<file path="src/rtl/alu_share_arbiter.sv">
`default_nettype none
// ============================================================================
// Module   : alu_share_arbiter
// Brief    : Round-robin sharing of one combinational ALU between two
//            requesters, with valid/ready request and response handshakes.
// Revision : 1.0  initial release
// ============================================================================
module alu_share_arbiter #(
  parameter int N     = 32,
  parameter int CNT_W = 16
) (
  input  logic             clk,
  input  logic             rst,
  input  logic             req0_valid,
  output logic             req0_ready,
  input  logic [N-1:0]     req0_a,
  input  logic [N-1:0]     req0_b,
  input  logic [4:0]       req0_op,
  output logic             rsp0_valid,
  input  logic             rsp0_ready,
  output logic [N-1:0]     rsp0_result,
  output logic [3:0]       rsp0_flags,
  input  logic             req1_valid,
  output logic             req1_ready,
  input  logic [N-1:0]     req1_a,
  input  logic [N-1:0]     req1_b,
  input  logic [4:0]       req1_op,
  output logic             rsp1_valid,
  input  logic             rsp1_ready,
  output logic [N-1:0]     rsp1_result,
  output logic [3:0]       rsp1_flags,
  output logic [N-1:0]     alu_a,
  output logic [N-1:0]     alu_b,
  output logic [4:0]       alu_op,
  input  logic [N-1:0]     alu_final_sum,
  input  logic             alu_cout,
  input  logic             alu_negative_flag,
  input  logic             alu_overflow_flag,
  input  logic             alu_zero_flag,
  output logic             busy,
  output logic [CNT_W-1:0] ops_done
);

  localparam logic [1:0] S_IDLE = 2'd0;
  localparam logic [1:0] S_EXEC = 2'd1;
  localparam logic [1:0] S_RESP = 2'd2;

  logic [1:0]       r_state;
  logic [1:0]       w_next_state;
  logic             r_rr_ptr;
  logic             r_owner;
  logic [N-1:0]     r_alu_a;
  logic [N-1:0]     r_alu_b;
  logic [4:0]       r_alu_op;
  logic             r_rsp0_valid;
  logic             r_rsp1_valid;
  logic [N-1:0]     r_rsp0_result;
  logic [N-1:0]     r_rsp1_result;
  logic [3:0]       r_rsp0_flags;
  logic [3:0]       r_rsp1_flags;
  logic [CNT_W-1:0] r_ops_done;

  logic             w_any_valid;
  logic             w_grant;
  logic             w_owner_ready;
  logic             w_accept;
  logic             w_rsp_done;
  logic             w_req0_ready;
  logic             w_req1_ready;
  logic             w_busy;

  // rr_ptr only breaks ties; a lone requester always wins.
  assign w_any_valid   = req0_valid | req1_valid;
  assign w_grant       = (req0_valid & req1_valid) ? r_rr_ptr : req1_valid;
  assign w_owner_ready = r_owner ? rsp1_ready : rsp0_ready;
  assign w_accept      = (r_state == S_IDLE) && w_any_valid;
  assign w_rsp_done    = (r_state == S_RESP) && w_owner_ready;

  // State register
  always_ff @(posedge clk or posedge rst) begin
    if (rst) begin
      r_state <= S_IDLE;
    end else begin
      r_state <= w_next_state;
    end
  end

  // Next-state logic
  always_comb begin
    w_next_state = r_state;
    case (r_state)
      S_IDLE:  if (w_any_valid) w_next_state = S_EXEC;
      S_EXEC:  w_next_state = S_RESP;
      S_RESP:  if (w_owner_ready) w_next_state = S_IDLE;
      default: w_next_state = S_IDLE;
    endcase
  end

  // Output logic
  always_comb begin
    w_req0_ready = 1'b0;
    w_req1_ready = 1'b0;
    w_busy       = 1'b1;
    if (r_state == S_IDLE) begin
      w_busy       = 1'b0;
      w_req0_ready = w_any_valid && !w_grant;
      w_req1_ready = w_any_valid &&  w_grant;
    end
  end

  // Operand, response and bookkeeping registers
  always_ff @(posedge clk or posedge rst) begin
    if (rst) begin
      r_rr_ptr      <= 1'b0;
      r_owner       <= 1'b0;
      r_alu_a       <= '0;
      r_alu_b       <= '0;
      r_alu_op      <= '0;
      r_rsp0_valid  <= 1'b0;
      r_rsp1_valid  <= 1'b0;
      r_rsp0_result <= '0;
      r_rsp1_result <= '0;
      r_rsp0_flags  <= '0;
      r_rsp1_flags  <= '0;
      r_ops_done    <= '0;
    end else begin
      if (w_accept) begin
        r_owner  <= w_grant;
        r_alu_a  <= w_grant ? req1_a  : req0_a;
        r_alu_b  <= w_grant ? req1_b  : req0_b;
        r_alu_op <= w_grant ? req1_op : req0_op;
      end
      if (r_state == S_EXEC) begin
        if (r_owner) begin
          r_rsp1_result <= alu_final_sum;
          r_rsp1_flags  <= {alu_cout, alu_negative_flag, alu_overflow_flag, alu_zero_flag};
          r_rsp1_valid  <= 1'b1;
        end else begin
          r_rsp0_result <= alu_final_sum;
          r_rsp0_flags  <= {alu_cout, alu_negative_flag, alu_overflow_flag, alu_zero_flag};
          r_rsp0_valid  <= 1'b1;
        end
      end
      if (w_rsp_done) begin
        if (r_owner) r_rsp1_valid <= 1'b0;
        else         r_rsp0_valid <= 1'b0;
        r_rr_ptr   <= ~r_owner;
        r_ops_done <= r_ops_done + CNT_W'(1);
      end
    end
  end

  assign req0_ready  = w_req0_ready;
  assign req1_ready  = w_req1_ready;
  assign busy        = w_busy;
  assign alu_a       = r_alu_a;
  assign alu_b       = r_alu_b;
  assign alu_op      = r_alu_op;
  assign rsp0_valid  = r_rsp0_valid;
  assign rsp1_valid  = r_rsp1_valid;
  assign rsp0_result = r_rsp0_result;
  assign rsp1_result = r_rsp1_result;
  assign rsp0_flags  = r_rsp0_flags;
  assign rsp1_flags  = r_rsp1_flags;
  assign ops_done    = r_ops_done;

endmodule
`default_nettype wire

</file>
<file path="config.mk">
export PLATFORM = sky130hd
export DESIGN_NAME = alu_share_arbiter
export DESIGN_NICKNAME = d
export VERILOG_FILES = /design/src/rtl/alu_share_arbiter.sv
export SDC_FILE = /design/constraint.sdc
export NUM_CORES = 1
export LEC_CHECK = 0
export ABC_AREA = 1
export CAP_MARGIN = 30
export CORE_AREA = 2 2 136 138
export CTS_CLUSTER_DIAMETER = 50
export DETAILED_ROUTE_END_ITERATION = 6
export DIE_AREA = 0 0 138 140
export DONT_BUFFER_PORTS = 1
export PLACE_DENSITY = 0.61
export SLEW_MARGIN = 20
export SYNTH_ARGS = -nofsm -noshare
export SYNTH_HDL_FRONTEND = slang
export SYNTH_SLANG_ARGS = --single-unit
</file>
<file path="constraint.sdc">
create_clock -name clk -period 14.46 [get_ports clk]
set_input_delay 1.446 -clock clk [delete_from_list [all_inputs] [get_ports clk]]
set_output_delay 1.446 -clock clk [all_outputs]
set_load 0.05 [all_outputs]
</file>
# Yosys cells after proc, flatten, opt, wreduce, memory -nomap -nowiden

Index checks and enable logic that the tools add are counted.

Add/sub/neg operators: 1
Equal/unequal tests: 4
Muxes and demuxes: 19
Bitwise gates (word level): 3
Reduce and logical (&&, ||, !) cells: 9

Operators by type and width:

| operator                | count |
|---|---|
| $mux W32                | 2 |
| $add A16 B1 Y16 const B | 1 |
| $mux W1                 | 13 |
| $pmux W2 S3             | 1 |
| $reduce_and A2 Y1       | 3 |
| $mux W5                 | 1 |
| $logic_and A1 B1 Y1     | 4 |
| $mux W2                 | 2 |
| $ne A2 B2 Y1 const B    | 2 |
| $eq A2 B1 Y1 const B    | 1 |
| $eq A2 B2 Y1 const B    | 1 |
| $logic_not A2 Y1        | 1 |
| $and A1 B1 Y1           | 1 |
| $logic_not A1 Y1        | 1 |
| $not A1 Y1              | 1 |
| $or A1 B1 Y1            | 1 |

Register bits: 163
Input bits: 180
Output and inout port bits: 162

# Depth between registers and ports, before layout

Depth in word-level cells: 5
Gate-level depth with buffers: 8
Gate-level depth less buffers: 8

# Least setup slack after synthesis

Ideal clock, no wire load.

Kind: in2out
Start: input port req1_valid
End: output port req1_ready
Arrival time: 2,546 ps
Required time: 13,014 ps
Path slack: 10,468 ps
Stages: 4
Cells stage by stage: a21boi_4 > inv_2 > buf_2 > nor2_1

Word-level cells in the longest chain between the ends: 4

Ends and longest elaborated chain:

| item                  | line | RTL |
|---|---|---|
| start: declaration    | 23   | `input logic req1_valid,` |
| $and A1 B1 Y1         | 74   | `assign w_grant = (req0_valid & req1_valid) ? r_rr_ptr : req1_valid;` |
| $mux W1               | 74   |  |
| $logic_and A1 B1 Y1 * | 107  | `w_req1_ready = w_any_valid && w_grant;` |
| $mux W1 *             | 104  | `if (r_state == S_IDLE) begin` |
| end: declaration      | 24   | `output logic req1_ready,` |

Every way passes the cells marked *; elsewhere a longest branch is shown, timed or not.

# Final worst setup path

Start: input port req0_valid
End: output port req0_ready

Word-level cells in the longest chain between the ends: 5

Ends and longest elaborated chain:

| item                  | line | RTL |
|---|---|---|
| start: declaration    | 14   | `input logic req0_valid,` |
| $and A1 B1 Y1         | 74   |  |
| $mux W1               | 74   |  |
| $logic_not A1 Y1      | 106  | `w_req0_ready = w_any_valid && !w_grant;` |
| $logic_and A1 B1 Y1 * | 106  |  |
| $mux W1 *             | 104  |  |
| end: declaration      | 15   | `output logic req0_ready,` |

Marks and branches as above.

==> results.md <==
- Status: finished clean
- Fin crit share: 34.3%
- Top cells by area in the synthesized netlist: dfrtp_1, nand2_1, o21ai_1, o21ai_0, nor2_1
- Worst-margin pin slew: 0.975 ns
- R2R depth: 7
- Setup Viol. Count Final: 0
- Relative slew margins: 34.8%
- Worst Skew: 0.0157 ns
- Fmax: 201 MHz
- Worst R2R Setup Slack: 11.49 ns
- Min-delay worst type: reg -> reg
- Final Hold Fails: 0
- Mean Syn Cell Area: 8.87 um2
- H-tree Lvls: 4
- Worst path depth: 5
- Seq/Total Area, Yosys: 58.1%
- Mapped Nets: about 970
- Hold buffer count at cts: 0
- Critical Path RT: 13.01 ns
- R2r endpoint: r_owner
- Warnings from Yosys: 0
- Worst skew pair latency: approximately 0.43 ns
- Num CTS Buffers: 17
- Vias per cell: about 5
- Post_cts resized: 0
- Post-CTS Repair Setup Buffers: 0
- Initial DRC count: roughly 190
- Crit-path leading delay family: simple AND/OR/NAND/NOR gates
- RSZ-0062 raised after global routing: no
- Area of the mapped netlist: 0.00703 mm2
- Chip Width: 138 um
- Ys flop type: dfrtp_1
- Slowest CP cell: nor2_1
- Via count: approximately 5200
- Placement Setup Slack: 9.52 ns
- Critical Path, Cell by Cell: nor2_2, nor2_8, buf_4, inv_4, nor2_1
- Worst r2r src: r_state[1]
- Post-DRT Antenna Nets: 0
- Initial antenna violation count: 0
- Final WS setup: around 9.5 ns
- Detailed placer's ending HPWL: 13.3 mm
- Clk buf depth: 2
- Sequential share of power: 63.5%
- Fin crit period: 4.96 ns
- CTS tree: yes
- Post-synth ARST share: 100%
- Grt ovf: 0
- Vias in the first global route: just over 5000
- Routed WL: 18.9 mm
- Clock power frac: 18.0%
- Sw frac: 57.5%
- Lkg Pwr: 3.72 nW
- Tot GR Track Use: 19.5%
- Utilization after layout: 43.4%
- Clock root cell: clkbuf_16
- Ratio of cells with drive above 1 in the final layout: 8.23%
- Pin count of the biggest net entering global routing: 97
- Port Buffer Count: 0
- Worst VDD drop: about 0.15 mV
- Crit path capture: req0_ready
- Largest stage delay, worst path: 0.87 ns
- Most frequent cells in the layout: nand2_1, dfrtp_1, o21ai_1
- Met1 usage: 24.8%
- Area growth, synth to finish: 9.81%
- Final net count: 958
- First-pass GRT wire length: 29.7 mm
- EDFF count, synth: 0
- CTS sink count: 163
- Worst setup path start: req0_valid
- Die area: roughly 0.019 mm2
- Combinational cell fraction of total power: 18.4%
- Synth cell types: 23
- P_int: between 1 and 1.5 mW
- GR peak layer: met2
- Worst setup path category: in -> out
- Routed wire length per instance: 18.5 um
- Pre-Repair DR Iteration Count: 4
- Met3 Usage GRT: 8.89%
- CP Capture Type: output port
- Slew Limit Fails: 0
- Min-delay src: r_rr_ptr
- Fin Hold WS: roughly 0.61 ns
- DRC: 0
- Grt met2 use: 30.0%
- Die H: 140 um
- Worst EP arrival: 3.52 ns
- Row cnt: 49
- Initial core utilization: 39.5%
- P_sw: 1.41 mW
- Routability cong.: 0.787
- #FFs+latches synth: 163
- Commonest non-fill, non-tap cell in the layout: nand2_1
- Buf/Inv on CP: 2
- Max cap viols: 0
- Setup_tns: 0 ns
- Number of top-level pins: 342
- Synth Instances: 792
- CP Launch Type: input port
- Top-area cell type share of the netlist area: 58.1%
- Clk pin slew, worst setup/hold paths: 0.06 ns
- Power Density: 317 mW/mm2
- Worst-path fanout max: 71
- Top cell type by total area after synthesis: dfrtp_1
- Core Area: 0.0178 mm2
power by group through the flow:
stage	registers [mW]	clock network [mW]	logic (mW)
3_5_place_dp	1.56	0	0.463
2_1_floorplan	1.50	0	0.408
5_1_grt	1.58	0.477	0.537
6_report	1.55	0.440	0.451
4_1_cts	1.56	0.454	0.459
3_3_place_gp	1.57	0	0.443
per-layer routing:
layer	part of all wire (%)	wire [um]	vias up
met2	48	9050	229
met1	40	7620	2458
met4	1.9	363	0
li1	-	-	2507
met3	9.9	1880	19
met5	0	0	-
how the worst min path moves through the flow:
stage                          end  slack [ns]  cells after the start
final                     r_rr_ptr        0.61                      2
after global routing      r_rr_ptr        0.63                      2
after CTS                 r_rr_ptr        0.62                      2
after detailed placement  r_rr_ptr        0.60                      2
after global placement    r_rr_ptr        0.59                      2
after floorplan           r_rr_ptr        0.53                      2
area by class of cell:
class / instances / area, um2
Antenna cell: 1 / 2.50
Clock buffer: 18 / 439
Clock inverter: 14 / 136
Fill cell: 1764 / 10100
Inverter: 63 / 244
Multi-Input combinational cell: 524 / 2430
Sequential cell: 163 / 4080
Tap cell: 229 / 287
Timing Repair Buffer: 8 / 100
worst register-to-register path, delay by kind of cell (launching register included):
kind                   cells  cell delay (ns)
and+or+nand+nor            3             1.28
buffers and inverters      3             1.10
DFF                        1             0.41
AOI/OAI and AO/OA          1             0.02
registers in the layout, indices dropped and copies added, names as in the netlist, named ones only:
signal	cells
alu_a	32
rsp1_flags	4
rsp1_result	32
r_rr_ptr	1
r_owner	1
rsp0_flags	4
ops_done	16
alu_b	32
r_state	2
alu_op	5
rsp0_result	32
cells by family (layout without fill, tap and decap cells):
| family | count (synthesis) | in the layout | synth area share [%] |
|---|---|---|---|
| simple gates | 300 | 300 | 17.7 |
| compound gates | 217 | 217 | 15.8 |
| flops | 163 | 163 | 58.1 |
| buf+inv | 105 | 103 | 7.39 |
| xor+xnor | 6 | 6 | 0.855 |
| fa+ha+maj | 1 | 1 | 0.178 |
| other cells | 0 | 1 | 0 |
through the flow:
stage | instance area (um2) | power, mW | instances
3_5_place_dp | 7080 | 2.03 | 985
6_report | 7710 | 2.44 | 1020
4_1_cts | 7660 | 2.47 | 1017
5_1_grt | 7710 | 2.59 | 1019
2_1_floorplan | 7030 | 1.91 | 792
3_3_place_gp | 7080 | 2.01 | 985
cell usage after synthesis (3+ instances only):
cell type	n
buf_2	14
buf_6	14
clkbuf_1	14
dfrtp_1	163
inv_1	57
inv_2	5
nand2_1	192
nand2_2	4
nand3_1	8
nand3b_1	5
nor2_1	81
nor2_2	6
nor2_8	3
o21ai_0	100
o21ai_1	113
xor2_1	5
Power figures use the tool's default switching activity.
